--- src/rtl/mem_bus_arbiter_pkg.sv ---
// ============================================================================
// mem_bus_arbiter_pkg : shared bus mode codes, arbiter state and owner codes
// Rev 1.0
// ============================================================================
`default_nettype none

package mem_bus_arbiter_pkg;

  localparam int CORE_XLEN = 32;

  localparam logic [2:0] BUS_NULL = 3'd0;
  localparam logic [2:0] BUS_QUAR = 3'd1;
  localparam logic [2:0] BUS_HALF = 3'd2;
  localparam logic [2:0] BUS_FULL = 3'd3;

  typedef enum logic [1:0] {
    ARB_IDLE = 2'd0,
    ARB_BUSY = 2'd1,
    ARB_RESP = 2'd2
  } arb_state_t;

  localparam logic ARB_OWNER_I = 1'b0;
  localparam logic ARB_OWNER_D = 1'b1;

endpackage

`default_nettype wire

--- src/rtl/mem_bus_arbiter_pick.sv ---
// ============================================================================
// mem_arb_pick : winner select between fetch and load/store requests
// Build option MEM_ARB_RR_EN selects round-robin instead of D-over-I priority.
// Rev 1.0
// ============================================================================
`default_nettype none

module mem_arb_pick
  import mem_bus_arbiter_pkg::*;
(
  input  logic i_req_i,
  input  logic d_req_i,
  input  logic last_i,
  output logic pick_i_o,
  output logic pick_d_o
);

`ifdef MEM_ARB_RR_EN
  // On contention the side that was not granted last wins.
  always_comb begin
    pick_i_o = 1'b0;
    pick_d_o = 1'b0;
    if (i_req_i && d_req_i) begin
      pick_d_o = (last_i == ARB_OWNER_I);
      pick_i_o = (last_i == ARB_OWNER_D);
    end else begin
      pick_i_o = i_req_i;
      pick_d_o = d_req_i;
    end
  end
`else
  logic w_unused_last;
  assign w_unused_last = last_i;

  always_comb begin
    pick_d_o = d_req_i;
    pick_i_o = i_req_i & ~d_req_i;
  end
`endif

endmodule

`default_nettype wire

--- src/rtl/mem_bus_arbiter.sv ---
// ============================================================================
// mem_bus_arbiter : shares one memory bus port between fetch and load/store
// Build option MEM_ARB_RR_EN enables round-robin arbitration.  Rev 1.0
// ============================================================================
`default_nettype none

module mem_bus_arbiter
  import mem_bus_arbiter_pkg::*;
#(
  parameter int XLEN    = CORE_XLEN,
  parameter int TIMEOUT = 255
) (
  input  logic            clk,
  input  logic            rst_n,
  input  logic            i_req,
  input  logic [XLEN-1:0] i_addr,
  output logic            i_gnt,
  output logic            i_rvalid,
  output logic [XLEN-1:0] i_rdata,
  output logic            i_err,
  input  logic            d_req,
  input  logic            d_wr,
  input  logic [XLEN-1:0] d_addr,
  input  logic [XLEN-1:0] d_wdata,
  input  logic [2:0]      d_mode,
  output logic            d_gnt,
  output logic            d_rvalid,
  output logic [XLEN-1:0] d_rdata,
  output logic            d_err,
  output logic            bus_valid,
  output logic            bus_wr,
  output logic [XLEN-1:0] bus_addr,
  output logic [XLEN-1:0] bus_wdata,
  output logic [2:0]      bus_mode,
  input  logic            bus_ready,
  input  logic [XLEN-1:0] bus_rdata
);

  arb_state_t      state_q;
  logic            owner_q;
  logic            valid_q;
  logic            wr_q;
  logic [XLEN-1:0] addr_q;
  logic [XLEN-1:0] wdata_q;
  logic [2:0]      mode_q;
  logic [XLEN-1:0] rdata_q;
  logic            err_q;
  logic            i_rvalid_q;
  logic            d_rvalid_q;

  logic w_last;
  logic w_pick_i;
  logic w_pick_d;
  logic w_idle;
  logic w_timeout;

  assign w_idle = (state_q == ARB_IDLE);
  assign i_gnt  = w_idle & w_pick_i;
  assign d_gnt  = w_idle & w_pick_d;

`ifdef MEM_ARB_RR_EN
  logic last_q;
  always_ff @(posedge clk or negedge rst_n) begin
    if (!rst_n) begin
      last_q <= ARB_OWNER_I;
    end else if (i_gnt || d_gnt) begin
      last_q <= d_gnt ? ARB_OWNER_D : ARB_OWNER_I;
    end
  end
  assign w_last = last_q;
`else
  assign w_last = ARB_OWNER_I;
`endif

  mem_arb_pick u_pick (
    .i_req_i  (i_req),
    .d_req_i  (d_req),
    .last_i   (w_last),
    .pick_i_o (w_pick_i),
    .pick_d_o (w_pick_d)
  );

  generate
    if (TIMEOUT > 0) begin : g_timeout
      localparam int              CW        = $clog2(TIMEOUT + 1);
      localparam logic [CW-1:0]   C_TO_LAST = CW'(TIMEOUT - 1);
      logic [CW-1:0]              cnt_q;

      // Expires on the TIMEOUT-th BUSY cycle without bus_ready.
      always_ff @(posedge clk or negedge rst_n) begin
        if (!rst_n) begin
          cnt_q <= '0;
        end else if (state_q == ARB_BUSY && !bus_ready && cnt_q != C_TO_LAST) begin
          cnt_q <= cnt_q + 1'b1;
        end else begin
          cnt_q <= '0;
        end
      end
      assign w_timeout = (state_q == ARB_BUSY) && (cnt_q == C_TO_LAST);
    end else begin : g_no_timeout
      assign w_timeout = 1'b0;
    end
  endgenerate

  always_ff @(posedge clk or negedge rst_n) begin
    if (!rst_n) begin
      state_q    <= ARB_IDLE;
      owner_q    <= ARB_OWNER_I;
      valid_q    <= 1'b0;
      wr_q       <= 1'b0;
      addr_q     <= '0;
      wdata_q    <= '0;
      mode_q     <= BUS_NULL;
      rdata_q    <= '0;
      err_q      <= 1'b0;
      i_rvalid_q <= 1'b0;
      d_rvalid_q <= 1'b0;
    end else begin
      case (state_q)
        ARB_IDLE: begin
          if (w_pick_d || w_pick_i) begin
            owner_q <= w_pick_d ? ARB_OWNER_D : ARB_OWNER_I;
            valid_q <= 1'b1;
            wr_q    <= w_pick_d & d_wr;
            addr_q  <= w_pick_d ? d_addr  : i_addr;
            wdata_q <= w_pick_d ? d_wdata : '0;
            mode_q  <= w_pick_d ? d_mode  : BUS_FULL;
            state_q <= ARB_BUSY;
          end
        end
        ARB_BUSY: begin
          // bus_ready takes precedence over a coincident timeout.
          if (bus_ready || w_timeout) begin
            rdata_q    <= (bus_ready && !wr_q) ? bus_rdata : '0;
            err_q      <= ~bus_ready;
            valid_q    <= 1'b0;
            wr_q       <= 1'b0;
            addr_q     <= '0;
            wdata_q    <= '0;
            mode_q     <= BUS_NULL;
            i_rvalid_q <= (owner_q == ARB_OWNER_I);
            d_rvalid_q <= (owner_q == ARB_OWNER_D);
            state_q    <= ARB_RESP;
          end
        end
        ARB_RESP: begin
          i_rvalid_q <= 1'b0;
          d_rvalid_q <= 1'b0;
          state_q    <= ARB_IDLE;
        end
        default: begin
          state_q <= ARB_IDLE;
        end
      endcase
    end
  end

  assign bus_valid = valid_q;
  assign bus_wr    = wr_q;
  assign bus_addr  = addr_q;
  assign bus_wdata = wdata_q;
  assign bus_mode  = mode_q;

  assign i_rvalid  = i_rvalid_q;
  assign i_rdata   = rdata_q;
  assign i_err     = err_q;
  assign d_rvalid  = d_rvalid_q;
  assign d_rdata   = rdata_q;
  assign d_err     = err_q;

endmodule

`default_nettype wire

--- config.mk ---
export PLATFORM = sky130hd
export DESIGN_NAME = mem_bus_arbiter
export DESIGN_NICKNAME = d
export VERILOG_FILES = /design/src/rtl/mem_bus_arbiter_pkg.sv /design/src/rtl/mem_bus_arbiter_pick.sv /design/src/rtl/mem_bus_arbiter.sv
export SDC_FILE = /design/constraint.sdc
export NUM_CORES = 1
export LEC_CHECK = 0
export CAP_MARGIN = 20
export CORE_ASPECT_RATIO = 1.75
export CORE_UTILIZATION = 45
export CTS_CLUSTER_DIAMETER = 50
export DETAILED_ROUTE_END_ITERATION = 7
export HOLD_SLACK_MARGIN = 0.1
export PLACE_DENSITY = 0.87
export SYNTH_ARGS = -nofsm -noshare
export SYNTH_HDL_FRONTEND = slang
export SYNTH_SLANG_ARGS = --single-unit
--- constraint.sdc ---
create_clock -name clk -period 3.2 [get_ports clk]
set_input_delay 0.64 -clock clk [delete_from_list [all_inputs] [get_ports clk]]
set_output_delay 0.64 -clock clk [all_outputs]
set_load 0.1 [all_outputs]
==> impl_metrics.tcl <==
set metrics [dict create \
    grt_max_degree 54 \
    final_cell_mix "buf_4, clkdlybuf4s50_1, dfrtp_1" \
    fmax_ghz 0.401 \
    status "finished clean" \
    postCtsSetupBuffers 0 \
    cap_violations 0 \
    synth_ff_type "dfrtp_1" \
    clk_latency_ns 0.40 \
    ys_seq_area_share_pct 48.6 \
    dieArea_mm2 0.0136 \
    setup_ws_ns 0.705 \
    grt_pass1_wl_um 27700 \
    ctsHoldBuffers 0 \
    required_ns 2.56 \
    numCtsBuffers 17 \
    critPathMaxStageDelay_ns 0.61 \
    fin_crit_sh_pct 78.0 \
    synth_top_family_by_area "compound AO/OA/AOI/OAI gates" \
    rsz0062_at_grt "false" \
    fin_cells 1039 \
    core-area_mm2 0.0129 \
    async_flop_share_pct 100 \
    setup_viol 0 \
    fillCellCount 1018 \
    diodes 0 \
    min_path_type "input pin to asynchronous set/reset pin" \
    path_cells "nor2_2 > nand2_1 > nor2_1 > buf_12" \
    synth_cell_types 36 \
    synth-edff-count 0 \
    postCtsResizedCells 0 \
    clkSlewWorstSetupHoldPaths_ns 0.05 \
    synth_nets 770 \
    clockBufferDepth 2 \
    critPathArrivalTime_ns 1.86 \
    rows 55 \
    fin_nets 994 \
    timing.slew.headroom_pct 53.7 \
    syn_to_final_growth_pct 49.9 \
    drt_wl_total_um 17500 \
    ioPinCount 276 \
    vias_per_cell 5.50 \
    cp_max_fo 28 \
    grt_antenna_before_repair 0 \
    clockRootBuffer "clkbuf_16" \
    cp_slowest_cell "dfrtp_2" \
    place_ws_ns 0.914 \
    dr.first_iter.drc_count 311 \
    tns_ns 0 \
    drv_slew 0 \
    synth_adder_area_share_pct 0.423 \
    first_pass_iters 5 \
    vias 5713 \
    synth-seq-cells 115 \
    detail-route-antenna-nets 0 \
    htree_levels 4 \
    gp_congestion 0.803 \
    mostFrequentLayoutCell "buf_4" \
    yosys_warnings 0 \
    synthMuxAreaShare_pct 5.41 \
    cts_sinks 115 \
    synth_xor_area_share_pct 0.444 \
    initial_core_util_pct 46.0 \
    syn-cell-area_mm2 0.00592 \
    period_needed_ns 2.50 \
    startpoint_type "register" \
    die_w_um 88.7 \
    gr-usage-all-layers_pct 26.3 \
    synth-simple-area-share_pct 10.2 \
    grt_overflow_total 0 \
    hold_violations 0 \
    path_class "register to output port" \
    syn_inst 631 \
    cp-end-kind "output port" \
    tightest_slew_ns 0.695 \
    skew_ns 0.0106 \
    synth_compound_area_share_pct 24.1 \
    grt_pass1_vias 5642 \
    cts_tree "built" \
    wl_per_cell_um 16.8 \
    die_h_um 154 \
    drc_errors 0 \
    drive_above_1_share_pct 22.6 \
    hold-worst-slack_ns 0.284 \
    dp.cells 1007 \
    numPortBuffers 275 \
    rr_worst_depth 6 \
    hpwl_um 12500 \
    avgSynthCellArea_um2 9.38 \
]
## metrics by stage
| step | util [%] | cell area [um^2] |
|---|---|---|
| global placement | 63.8 | 8210 |
| finish | 68.9 | 8870 |
| global route | 68.9 | 8870 |
| detailed placement | 63.8 | 8210 |
| floorplan | - | 5920 |
| CTS | 68.9 | 8870 |
## kinds of logic (layout without fill, tap and decap cells)
kind of cell | count (synthesis) | count (layout)
mux | 32 | 32
flops | 115 | 115
compound gates | 220 | 220
simple gates | 139 | 139
xor+xnor | 3 | 3
fa+ha+maj | 2 | 2
buf+inv | 120 | 357
## flip-flops by register name, summed over array words and instances (netlist names), 2 cells and up
name and flops:
bus_addr 32, g_timeout.cnt_q 8, bus_mode 3, state_q 2, d_rdata 32, bus_wdata 32
## final timing paths
kind,from,slack (ns),endpoint
max in group asynchronous,rst_n,2.19,d_rdata[16]
hold / removal,rst_n,0.28,d_rdata[2]
setup / recovery,state_q[1],0.70,i_gnt
setup reg to reg,g_timeout.cnt_q[0],1.06,bus_addr[23]
hold reg to reg,g_timeout.cnt_q[0],0.53,g_timeout.cnt_q[0]
min in group clk,g_timeout.cnt_q[0],0.53,g_timeout.cnt_q[0]
## layout make-up
| type | count | area [um^2] | share of cell area [%] |
|---|---|---|---|
| Inverter | 36 | 135 | 1.52 |
| Timing Repair Buffer | 289 | 2550 | 28.8 |
| Sequential cell | 115 | 2880 | 32.5 |
| Multi-Input combinational cell | 396 | 2430 | 27.4 |
| Clock inverter | 8 | 145 | 1.64 |
| Clock buffer | 24 | 512 | 5.77 |
| Tap cell | 171 | 214 | 2.41 |
## Yosys cell counts (2+ instances only)
library cell  count  share of area [%]
o21ai_1           8               0.68
clkbuf_1         15               0.95
buf_4            40                5.1
ha_1              2               0.42
o21ai_0          98                8.3
buf_2            29                2.5
nand3_1           7               0.59
dfrtp_1         115                 49
nor3_1            2               0.17
nor2_1            8               0.51
nand2_1         106                6.7
o2111ai_1         2               0.30
inv_1            36                2.3
a22oi_1          32                4.1
or3_1             3               0.32
mux2i_1          32                5.4
o211ai_1         40                5.1
xor2_1            2               0.30
nand2b_1          4               0.42
o221ai_1         32                4.7
a21oi_1           3               0.25
## worst max-delay path: cells and delay by family (launching register included)
family / cells / cell delay [ns]
buf+inv: 1 / 0.21
flops: 1 / 0.61
simple gates: 3 / 0.64
## layer usage
metal	GRT usage [%]	routed length, um
met5	0	0
met4	15.7	913
met3	5.58	886
met2	44.7	9210
met1	29.5	6460
Power is left out: the tool's default activity adds up to more than one toggle a clock period on the data nets, which glitch-free logic cannot reach.
